`config.mk`:
```
export PLATFORM = sky130hd
export DESIGN_NAME = x7seg_scan_n
export DESIGN_NICKNAME = d
export VERILOG_FILES = /design/src/rtl/x7seg_scan_n.sv
export SDC_FILE = /design/constraint.sdc
export NUM_CORES = 1
export LEC_CHECK = 0
export ABC_AREA = 1
export BUFFER_PORTS_ARGS = -buffer_cell sky130_fd_sc_hd__buf_2
export CAP_MARGIN = 20
export CORE_UTILIZATION = 40
export CTS_CLUSTER_SIZE = 8
export DETAILED_ROUTE_END_ITERATION = 8
export SKIP_CTS_REPAIR_TIMING = 1
export SKIP_LAST_GASP = 1
export SYNTH_ARGS = -nofsm -noshare
export SYNTH_HDL_FRONTEND = slang
export SYNTH_SLANG_ARGS = --single-unit
```
`constraint.sdc`:
```
create_clock -name clk -period 2.72 [get_ports clk]
set_input_delay 0.136 -clock clk [delete_from_list [all_inputs] [get_ports clk]]
set_output_delay 0.136 -clock clk [all_outputs]
set_load 0.005 [all_outputs]
```
`src/rtl/x7seg_scan_n.sv`:
```
// x7seg_scan_n
// Multiplexed 7-segment display driver for DIGITS digits.
// The scan prescaler, digit slot and PWM counter run continuously.
// New values are staged and only become visible at a frame boundary,
// so a frame is never drawn half old and half new.
// All outputs come straight from registers. Polarity is applied on the way into those registers.

module x7seg_scan_n #(
    parameter int DIGITS     = 4,
    parameter int PRESCALE   = 1,
    parameter bit ACTIVE_LOW = 1'b0
) (
    input  logic                  clk,
    input  logic                  clr,
    input  logic [4*DIGITS-1:0]   x,
    input  logic [DIGITS-1:0]     dp_in,
    input  logic                  load,
    input  logic                  blank_lz,
    input  logic [3:0]            bright,
    output logic [DIGITS-1:0]     an,
    output logic [6:0]            a_to_g,
    output logic                  dp,
    output logic                  frame_done
);

    localparam int SLOT_W = (DIGITS > 1) ? $clog2(DIGITS) : 1;
    localparam int PRE_W  = (PRESCALE > 1) ? $clog2(PRESCALE) : 1;
    localparam logic [SLOT_W-1:0] SLOT_LAST = SLOT_W'(DIGITS - 1);
    localparam logic [PRE_W-1:0]  PRE_LAST  = PRE_W'(PRESCALE - 1);

    localparam logic [DIGITS-1:0] AN_POL  = {DIGITS{ACTIVE_LOW}};
    localparam logic [6:0]        SEG_POL = {7{ACTIVE_LOW}};

    // Hex to segment pattern, a is the MSB.
    function automatic logic [6:0] decode(input logic [3:0] v);
        logic [6:0] s;
        case (v)
            4'h0: s = 7'b1111110;
            4'h1: s = 7'b0110000;
            4'h2: s = 7'b1101101;
            4'h3: s = 7'b1111001;
            4'h4: s = 7'b0110011;
            4'h5: s = 7'b1011011;
            4'h6: s = 7'b1011111;
            4'h7: s = 7'b1110000;
            4'h8: s = 7'b1111111;
            4'h9: s = 7'b1111011;
            4'hA: s = 7'b1110111;
            4'hB: s = 7'b0011111;
            4'hC: s = 7'b1001110;
            4'hD: s = 7'b0111101;
            4'hE: s = 7'b1001111;
            default: s = 7'b1000111;
        endcase
        return s;
    endfunction

    logic [PRE_W-1:0]    presc_q, presc_d;
    logic [SLOT_W-1:0]   slot_q, slot_d;
    logic [3:0]          pwm_q, pwm_d;
    logic [4*DIGITS-1:0] stg_x_q, stg_x_d;
    logic [DIGITS-1:0]   stg_dp_q, stg_dp_d;
    logic [4*DIGITS-1:0] act_x_q, act_x_d;
    logic [DIGITS-1:0]   act_dp_q, act_dp_d;
    logic                pend_q, pend_d;

    logic [DIGITS-1:0]   an_q, an_d;
    logic [6:0]          seg_q, seg_d;
    logic                dp_q, dp_d;
    logic                fd_q;

    logic                tick;
    logic                wrap;
    logic                gate;
    logic                zeros_above;
    logic [DIGITS-1:0]   blank_v;
    logic [DIGITS-1:0]   onehot;
    logic [3:0]          cur_nib;
    logic                cur_dp;
    logic                cur_blank;

    // Scan timing: the prescaler sets the slot dwell, and the slot wraps at the last digit.
    always_comb begin
        tick    = (presc_q == PRE_LAST);
        wrap    = tick && (slot_q == SLOT_LAST);
        presc_d = tick ? '0 : presc_q + 1'b1;
        slot_d  = slot_q;
        if (tick) begin
            slot_d = wrap ? '0 : slot_q + 1'b1;
        end
        pwm_d = pwm_q + 4'd1;
    end

    // Double buffer.
    // A load that coincides with the frame boundary bypasses staging, so it is never delayed a whole frame.
    always_comb begin
        stg_x_d  = stg_x_q;
        stg_dp_d = stg_dp_q;
        act_x_d  = act_x_q;
        act_dp_d = act_dp_q;
        pend_d   = pend_q;
        if (load && wrap) begin
            act_x_d  = x;
            act_dp_d = dp_in;
            pend_d   = 1'b0;
        end else if (load) begin
            stg_x_d  = x;
            stg_dp_d = dp_in;
            pend_d   = 1'b1;
        end else if (wrap && pend_q) begin
            act_x_d  = stg_x_q;
            act_dp_d = stg_dp_q;
            pend_d   = 1'b0;
        end
    end

    // Leading-zero map, then pick out the digit under the current slot.
    always_comb begin
        zeros_above = 1'b1;
        blank_v     = '0;
        for (int i = DIGITS - 1; i >= 0; i--) begin
            zeros_above = zeros_above & (act_x_q[4*i +: 4] == 4'h0);
            blank_v[i]  = blank_lz && (i != 0) && zeros_above;
        end
        cur_nib   = 4'h0;
        cur_dp    = 1'b0;
        cur_blank = 1'b0;
        onehot    = '0;
        for (int i = 0; i < DIGITS; i++) begin
            if (slot_q == SLOT_W'(i)) begin
                cur_nib   = act_x_q[4*i +: 4];
                cur_dp    = act_dp_q[i];
                cur_blank = blank_v[i];
                onehot[i] = 1'b1;
            end
        end
    end

    // Output pattern for the current slot.
    // Brightness only gates the anodes; segments keep showing the digit.
    always_comb begin
        gate  = (bright == 4'hF) || (pwm_q < bright);
        an_d  = (gate && !cur_blank) ? onehot : '0;
        seg_d = cur_blank ? 7'b0000000 : decode(cur_nib);
        dp_d  = cur_dp;
    end

    // State and output registers. Reset leaves the display dark in the selected polarity.
    always_ff @(posedge clk or posedge clr) begin
        if (clr) begin
            presc_q  <= '0;
            slot_q   <= '0;
            pwm_q    <= 4'd0;
            stg_x_q  <= '0;
            stg_dp_q <= '0;
            act_x_q  <= '0;
            act_dp_q <= '0;
            pend_q   <= 1'b0;
            an_q     <= AN_POL;
            seg_q    <= SEG_POL;
            dp_q     <= ACTIVE_LOW;
            fd_q     <= 1'b0;
        end else begin
            presc_q  <= presc_d;
            slot_q   <= slot_d;
            pwm_q    <= pwm_d;
            stg_x_q  <= stg_x_d;
            stg_dp_q <= stg_dp_d;
            act_x_q  <= act_x_d;
            act_dp_q <= act_dp_d;
            pend_q   <= pend_d;
            an_q     <= an_d ^ AN_POL;
            seg_q    <= seg_d ^ SEG_POL;
            dp_q     <= dp_d ^ ACTIVE_LOW;
            fd_q     <= wrap;
        end
    end

    assign an         = an_q;
    assign a_to_g     = seg_q;
    assign dp         = dp_q;
    assign frame_done = fd_q;

endmodule

```
Word level (Yosys, flattened, before mapping)
Memories as Yosys holds them, arrays and structs flattened. Cells that the tools add are included.

Memory bits (writable): 0. Output and inout port bits: 13. Memory bits (read-only): 112. Logic and storage cells: 71. Input port bits: 28. Latch bits: 0. Register bits: 61. Memories: 1.

Memories: (name not given) (words 16, width 7, rd ports 1, clocked after memory_dff 0, write ports 0, RTL line 37) `case (v)`.

Mux-type cells: 28. Equality and inequality tests: 5. Multipliers: 0. Reductions and logical operators: 17. Magnitude comparators: 1. Bitwise logic cells: 4. Div/mod/pow operators: 0. Shift operators: 0. Add/sub/neg operators: 3.

Operators by type and width (count): 16-bit two-way mux (3); 4-bit two-way mux (8); 1-bit two-way mux (15); 4-bit logical NOT (3); 1-bit logical AND (7); 7-bit two-way mux (1); 4-bit by 1-bit adder with 4-bit output, second input constant (1); 2-bit == test, second input constant (2); 4-bit == test, second input constant (1); 4-bit < comparator (1); 2-bit AND reduction (2); 3-bit nonzero test (1); 2-bit by 1-bit adder with 2-bit output, second input constant (1); 1-bit AND (2); 2-bit by 1-bit == test with 1-bit output, second input constant (1); 2-bit logical NOT (1); 2-bit two-way mux (1); 2-bit by 1-bit != test with 1-bit output, second input constant (1); 1-bit inverter (2); 2-bit nonzero test (1); 1-bit adder, second input constant (1); 1-bit logical NOT (1); 1-bit logical OR (1).

Logic depth before layout (Yosys ltp)
Gate-level depths: netlist (run 1).

Word-level depth: 10. Gate-level depth with buffers: 14. Mapped depth without buffers: 14.

Least setup slack after synthesis (run 1)
No wires, ideal clock.

Path kind: register to register. Start point: register slot_q[0]. End point: register seg_q[3] (netlist: a_to_g[3]). Data required time: 2.600 ns. Path buffers: 1. Library setup time: 0.120 ns. Clock period less this slack: 1.933 ns. Slack: 0.787 ns. Arrival time: 1.813 ns. Stages on the path, launching flop included: 13. Cell sequence: dfrtp_1 -> ha_1 -> buf_6 -> a21oi_1 -> nand2_1 -> nand2_1 -> inv_1 -> ha_1 -> inv_1 -> nand2_1 -> nand2_1 -> o21ai_0 -> nor2_1.

Longest elaborated chain between the ends: 7. Elaborated cells between the ends (all ways): 13. Classes of those cells: eq/ne (3); mux (8); reduce/logical (1); memory (1).

Ends and longest elaborated chain: start: declaration (RTL line 59) `logic [SLOT_W-1:0] slot_q, slot_d;`; start signal: assignment (RTL line 165) `slot_q <= slot_d;`; 2-bit logical NOT (RTL line 130) `if (slot_q == SLOT_W'(i)) begin`; 4-bit two-way mux (4 in a row) (RTL line 130); memory 16 x 7 bit; 7-bit two-way mux * (RTL line 144) `seg_d = cur_blank ? 7'b0000000 : decode(cur_nib);`; net seg_d[3] (RTL line 68) `logic [6:0] seg_q, seg_d;`; end signal: assignment (RTL line 173) `seg_q <= seg_d ^ SEG_POL;`; end: declaration (RTL line 68).

Mark *: on every way through the listed nets, which the timed path passes. The rest lies on a longest branch. A chain may end at the register's enable or synchronous reset.

Final worst setup path (run 1)
Ends and elaborated chain as after synthesis.

==> results of run 1 <==
-- area by class of cell --
| cell class | instances | area, µm² |
|---|---|---|
| fillers | 731 | 3780 |
| flip-flops and latches | 60 | 1500 |
| multi-input cells | 196 | 1250 |
| repair buffers | 46 | 248 |
| inverters | 40 | 150 |
| clock buffers | 11 | 141 |
| well taps | 99 | 124 |
| clock inverters | 5 | 27.5 |
-- state kept, by name, summed over array words and instances, names as in the netlist --
name / cells
an: 4
pwm_q: 4
act_dp_q: 4
stg_x_q: 16
dp: 1
pend_q: 1
stg_dp_q: 4
a_to_g: 7
frame_done: 1
act_x_q: 16
slot_q: 2
-- stage by stage --
stage | instances | total power [mW]
2_1_floorplan | 310 | 1.22
6_report | 457 | 1.98
5_1_grt | 457 | 2.08
3_5_place_dp | 440 | 1.31
3_3_place_gp | 440 | 1.30
4_1_cts | 456 | 2.01
-- where the power goes --
part	leakage, nW	internal (mW)	switching (mW)
Sequential	0.704	0.975	0.0377
Combinational	0.881	0.124	0.150
Clock	0.0889	0.349	0.339
-- logic make-up (layout without fill, tap and decap cells) --
logic type	Yosys count	in the layout	share of synthesized area, %
AOI/OAI and AO/OA	89	89	17.5
buffers and inverters	54	102	7.69
and+or+nand+nor	71	71	10.3
DFF	60	60	50.4
xor gates and xnor gates	2	2	0.589
muxes	19	19	7.19
adders and majority gates	15	15	6.31
-- worst max path at each step --
stage | to | slack (ns) | startpoint
global placement | a_to_g[3] | 0.58 | slot_q[0]
global route | a_to_g[3] | 0.20 | slot_q[0]
detailed placement | a_to_g[3] | 0.49 | slot_q[0]
CTS | a_to_g[3] | 0.47 | slot_q[0]
finish | a_to_g[3] | 0.46 | slot_q[0]
floorplan | a_to_g[3] | 0.79 | slot_q[0]
-- metal layers --
metal | wire length (µm) | up-vias | global-route usage, %
met1 | 2910 | 1041 | 21.7
li1 | - | 1126 | -
met5 | 0 | - | 0
met4 | 123 | 0 | 8.94
met2 | 2570 | 38 | 28.0
met3 | 172 | 11 | 3.92
-- Yosys cell counts, types with 2 or more instances --
cell / n
nor3_1: 3
a21oi_1: 32
nor2_1: 10
nand2_1: 42
dfrtp_1: 60
inv_2: 3
ha_1: 15
o22ai_1: 19
nand3_1: 11
nand2_2: 2
clkbuf_1: 4
inv_1: 37
buf_4: 3
o21ai_0: 25
mux2_2: 19
o21ai_1: 5
a21oi_2: 2
a21oi_4: 2
buf_2: 6
-- worst register-to-register path, cell delays in order, from the launching register on --
cell and delay [ns]:
dfrtp_1 0.41, inv_1 0.09, ha_1 0.38, inv_1 0.17, nand3_1 0.12, nand2_1 0.06
nand2_1 0.17, inv_1 0.12, ha_1 0.28, inv_1 0.04, nand2_1 0.05, nand2_1 0.06
o21ai_0 0.15, nor2_1 0.05
==> results.sh, run 1 <==
export IMPL_antenna_left=0
export IMPL_r2r_start="slot_q[0]"
export IMPL_worstPathMaxFanout=8
export IMPL_final_util_pct=47.7
export IMPL_cp_data_required_time_ns=2.94
export IMPL_cts_tree="yes"
export IMPL_synth_cells=310
export IMPL_first_pass_iters=4
export IMPL_ys_warnings_count=0
export IMPL_portBuffers=40
export IMPL_hp_start="x[3]"
export IMPL_cp_arrival_ns=2.47
export IMPL_yosys_top_cells_area="dfrtp_1 50%, mux2_2 7.2%, ha_1 6.3%"
export IMPL_finalCritPeriodShare_pct=83.0
export IMPL_synth_fp_nets=353
export IMPL_io_pins=41
export IMPL_p_leak_nw=1.67
export IMPL_crit_path_cell_trace="inv_1 > ha_1 > inv_1 > nand3_1 > nand2_1 > nand2_1 > inv_1 > ha_1 > inv_1 > nand2_1 > nand2_1 > o21ai_0 > nor2_1"
export IMPL_netlist_area_leader_share_pct=50.4
export IMPL_pre_cts_ws_ns=0.489
export IMPL_hp_class="primary input to flop"
export IMPL_synth_edf_count=0
export IMPL_path_class="flop to flop"
export IMPL_root_buffer="clkbuf_8"
export IMPL_setup_tns_ns=0
export IMPL_cts_buffers=9
export IMPL_rr_worst_depth=13
export IMPL_synth_seq_area_share_pct=50.4
export IMPL_hold_viol=0
export IMPL_fin_area_um2=3440
export IMPL_drive_above_1_share_pct=26.0
export IMPL_mostFrequentLayoutCells="60 x dfrtp_1, 42 x nand2_1, 40 x buf_2"
export IMPL_cts_buffer_depth=2
export IMPL_reg2reg_to="a_to_g[3]"
export IMPL_synth_top_flop_cell="dfrtp_1"
export IMPL_yosys_cell_types_count=29
export IMPL_end_kind="flop"
export IMPL_htreeDepth=3
export IMPL_grt_max_degree=41
export IMPL_dpl_instance_area_um2=3260
export IMPL_irDropWorstVdd_uv=281
export IMPL_fin_crit_ns=2.26
export IMPL_maxCapViolations=0
export IMPL_worst_pin_slew_ns=0.580
export IMPL_initial_core_util_pct=41.3
export IMPL_clock_sink_count=60
export IMPL_die_w_um=88.3
export IMPL_viasPerCell=4.85
export IMPL_r2r_slack_ns=0.46
export IMPL_area_delta_synth_final_pct=15.5
export IMPL_dpl_hpwl_um=4070
export IMPL_wl_per_cell_um=12.6
export IMPL_die_area_um2=7790
export IMPL_skew_ns=0.00882
export IMPL_rsz0062_at_grt="no"
export IMPL_nets=396
export IMPL_slew_headroom_pct=61.3
export IMPL_initialDrtViolationCount=81
export IMPL_grt_first_pass_wirelength_um=10100
export IMPL_slew_viol_final=0
export IMPL_rows=31
export IMPL_slowest_stage="dfrtp_1"
export IMPL_synth_avg_cell_area_um2=9.60
export IMPL_final_common_cell="dfrtp_1"
export IMPL_clkTransAtPathRegs_ns=0.07
export IMPL_finalWeightedCongestion=0.850
export IMPL_wl_um=5780
export IMPL_grtUsageTotal_pct=17.3
export IMPL_maxClockFrequency_ghz=0.443
export IMPL_die_h_um=88.3
export IMPL_core_um2=7210
export IMPL_synthArstFlopShare_pct=100
export IMPL_vias=2216
export IMPL_critPathMaxStageDelay_ns=0.41
export IMPL_crit_cells=13
export IMPL_holdPathStages=2
export IMPL_critPathBufInv=4
export IMPL_setup_viol=0
export IMPL_worst_hold_slack_ns=0.0441
export IMPL_num_antenna_cells=0
export IMPL_grt_antenna_before_repair=0
export IMPL_drc_errors=0
export IMPL_setup_slack_ns=0.464
export IMPL_cp_top_family="adder cells"
export IMPL_holdPathEnd="stg_x_q[3]"
export IMPL_synth_top_area_cell="dfrtp_1"
export IMPL_netlist_area_um2=2980
export IMPL_ys_seq_elements=60
export IMPL_clk_latency_ns=0.33
export IMPL_grt_overflow=0
export IMPL_grt_pass1_vias=2224
export IMPL_power_density_nw_per_um2=575
export IMPL_status="completed"
export IMPL_start_kind="flop"
Note: power is estimated with default switching activity, not from simulation.
==> inputs of run 2 (changes only) <==
==> constraint.sdc (replaced) <==
create_clock -name clk -period 2.35 [get_ports clk]
set_input_delay 0.1175 -clock clk [delete_from_list [all_inputs] [get_ports clk]]
set_output_delay 0.1175 -clock clk [all_outputs]
set_load 0.005 [all_outputs]
==> run 2 against run 1 <==
The flow now finishes with violations (negative hold slack). Utilization grew 0.85 points. Flip-flop and latch count is the same. Die area is the same. Via count grew 1.6%. Routed wire length grew 2.7%. Non-clock buffer count grew 1. Clock skew shrank 0.00070 ns. Sequential power grew 16%. Power grew 26%. Worst hold slack lost 0.067 ns. Largest cell class unchanged.
==> results.sh, run 2 (synthesized netlist as in run 1, its figures left out) <==
export IMPL_cp_arrival_ns=2.31
export IMPL_num_antenna_cells=0
export IMPL_multi_input_area_um2=1250
export IMPL_status="complete, but fails checks"
export IMPL_finalCritPeriodShare_pct=89.0
export IMPL_dpl_hpwl_um=4120
export IMPL_violations="negative hold slack"
export IMPL_reg2reg_to="a_to_g[3]"
export IMPL_io_pins=41
export IMPL_start_kind="flop"
export IMPL_cts_tree="yes"
export IMPL_power_total_mw=2.48
export IMPL_setup_viol=0
export IMPL_nets=397
export IMPL_end_kind="flop"
export IMPL_maxCapViolations=0
export IMPL_htreeDepth=3
export IMPL_slew_viol_final=0
export IMPL_layout_cells_non_filler=458
export IMPL_portBuffers=40
export IMPL_worstPathMaxFanout=8
export IMPL_worst_pin_slew_ns=0.736
export IMPL_rsz0062_at_grt="no"
export IMPL_rows=31
export IMPL_seq_area_um2=1500
export IMPL_final_common_cell="dfrtp_1"
export IMPL_clkTransAtPathRegs_ns=0.07
export IMPL_skew_ns=0.00812
export IMPL_r2r_start="slot_q[0]"
export IMPL_grt_antenna_before_repair=0
export IMPL_p_leak_nw=1.71
export IMPL_drive_above_1_share_pct=26.5
export IMPL_grt_pass1_vias=2228
export IMPL_antenna_left=0
export IMPL_wl_um=5930
export IMPL_clock_sink_count=60
export IMPL_path_class="flop to flop"
export IMPL_finalWeightedCongestion=0.836
export IMPL_area_delta_synth_final_pct=17.6
export IMPL_wl_per_cell_um=12.9
export IMPL_viasPerCell=4.91
export IMPL_vias=2251
export IMPL_drc_errors=0
export IMPL_first_pass_iters=4
export IMPL_final_util_pct=48.5
export IMPL_initialDrtViolationCount=81
export IMPL_grtUsageTotal_pct=17.5
export IMPL_place_inst=442
export IMPL_die_area_um2=7790
export IMPL_r2r_slack_ns=0.26
export IMPL_worst_hold_slack_ns=-0.0233
export IMPL_hp_class="primary input to async pin"
export IMPL_maxClockFrequency_ghz=0.478
export IMPL_hold_viol=45
export IMPL_cp_data_required_time_ns=2.57
export IMPL_die_h_um=88.3
export IMPL_core_um2=7210
export IMPL_power_density_nw_per_um2=708
export IMPL_irDropWorstVdd_uv=497
export IMPL_root_buffer="clkbuf_8"
export IMPL_setup_tns_ns=0
export IMPL_rr_worst_depth=13
export IMPL_die_w_um=88.3
export IMPL_grt_overflow=0
export IMPL_cts_buffer_depth=2
export IMPL_fin_crit_ns=2.09
export IMPL_cts_buffers=9
export IMPL_initial_core_util_pct=41.3
export IMPL_n_fill_cell=692
export IMPL_slew_headroom_pct=50.9
export IMPL_grt_max_degree=61
export IMPL_mostFrequentLayoutCells="60 x dfrtp_1, 42 x nand2_1, 40 x buf_2"
export IMPL_grt_first_pass_wirelength_um=10100
export IMPL_clk_latency_ns=0.34
run 2: where the power goes:
group          leakage, nW  switching (mW)  internal (mW)  total, mW
sequential           0.704          0.0441           1.13       1.17
clock                0.110           0.406          0.577      0.983
combinational        0.892           0.177          0.147      0.324
total                 1.71           0.627           1.85       2.48
run 2: metal layers:
metal	up-vias	part of all wire, %	routed length, µm	GRT usage [%]
met1	1054	47	2780	22.1
li1	1131	-	-	-
met4	0	2.4	145	8.21
met3	17	5.1	301	5.69
met5	-	0	0	0
met2	49	46	2710	27.3
run 2: how the worst max path moves through the flow:
| stage | start | end | slack, ns | cells past startpoint |
|---|---|---|---|---|
| 2_1_floorplan | slot_q[0] | a_to_g[3] | 0.42 | 12 |
| 3_3_place_gp | slot_q[0] | a_to_g[3] | 0.33 | 13 |
| 3_5_place_dp | slot_q[0] | a_to_g[3] | 0.27 | 13 |
| 4_1_cts | slot_q[0] | a_to_g[3] | 0.26 | 13 |
| 5_1_grt | slot_q[0] | a_to_g[3] | 0.01 | 13 |
| 6_report | slot_q[0] | a_to_g[3] | 0.26 | 13 |
run 2: layout make-up:
| type | instances | area share [%] |
|---|---|---|
| timing repair buffer | 47 | 7.58 |
| inverter | 40 | 4.29 |
| clock buffer | 13 | 4.83 |
| sequential | 60 | 42.9 |
| multi-input combinational | 196 | 35.6 |
| clock inverter | 3 | 1.25 |
| tap | 99 | 3.54 |
run 2: worst max-delay path: stages, from the launching register on:
cell	delay [ns]
dfrtp_1	0.42
inv_1	0.09
ha_1	0.36
inv_1	0.17
nand3_1	0.11
nand2_1	0.05
nand2_1	0.08
inv_1	0.09
ha_1	0.28
inv_1	0.04
nand2_1	0.05
nand2_1	0.06
o21ai_0	0.15
nor2_1	0.05
run 2: metrics by stage:
step	worst slack [ns]	cell area, µm²
floorplan	0.417	2980
global placement	0.332	3290
detailed placement	0.274	3290
CTS	0.258	3500
global route	0.00952	3500
finish	0.259	3500
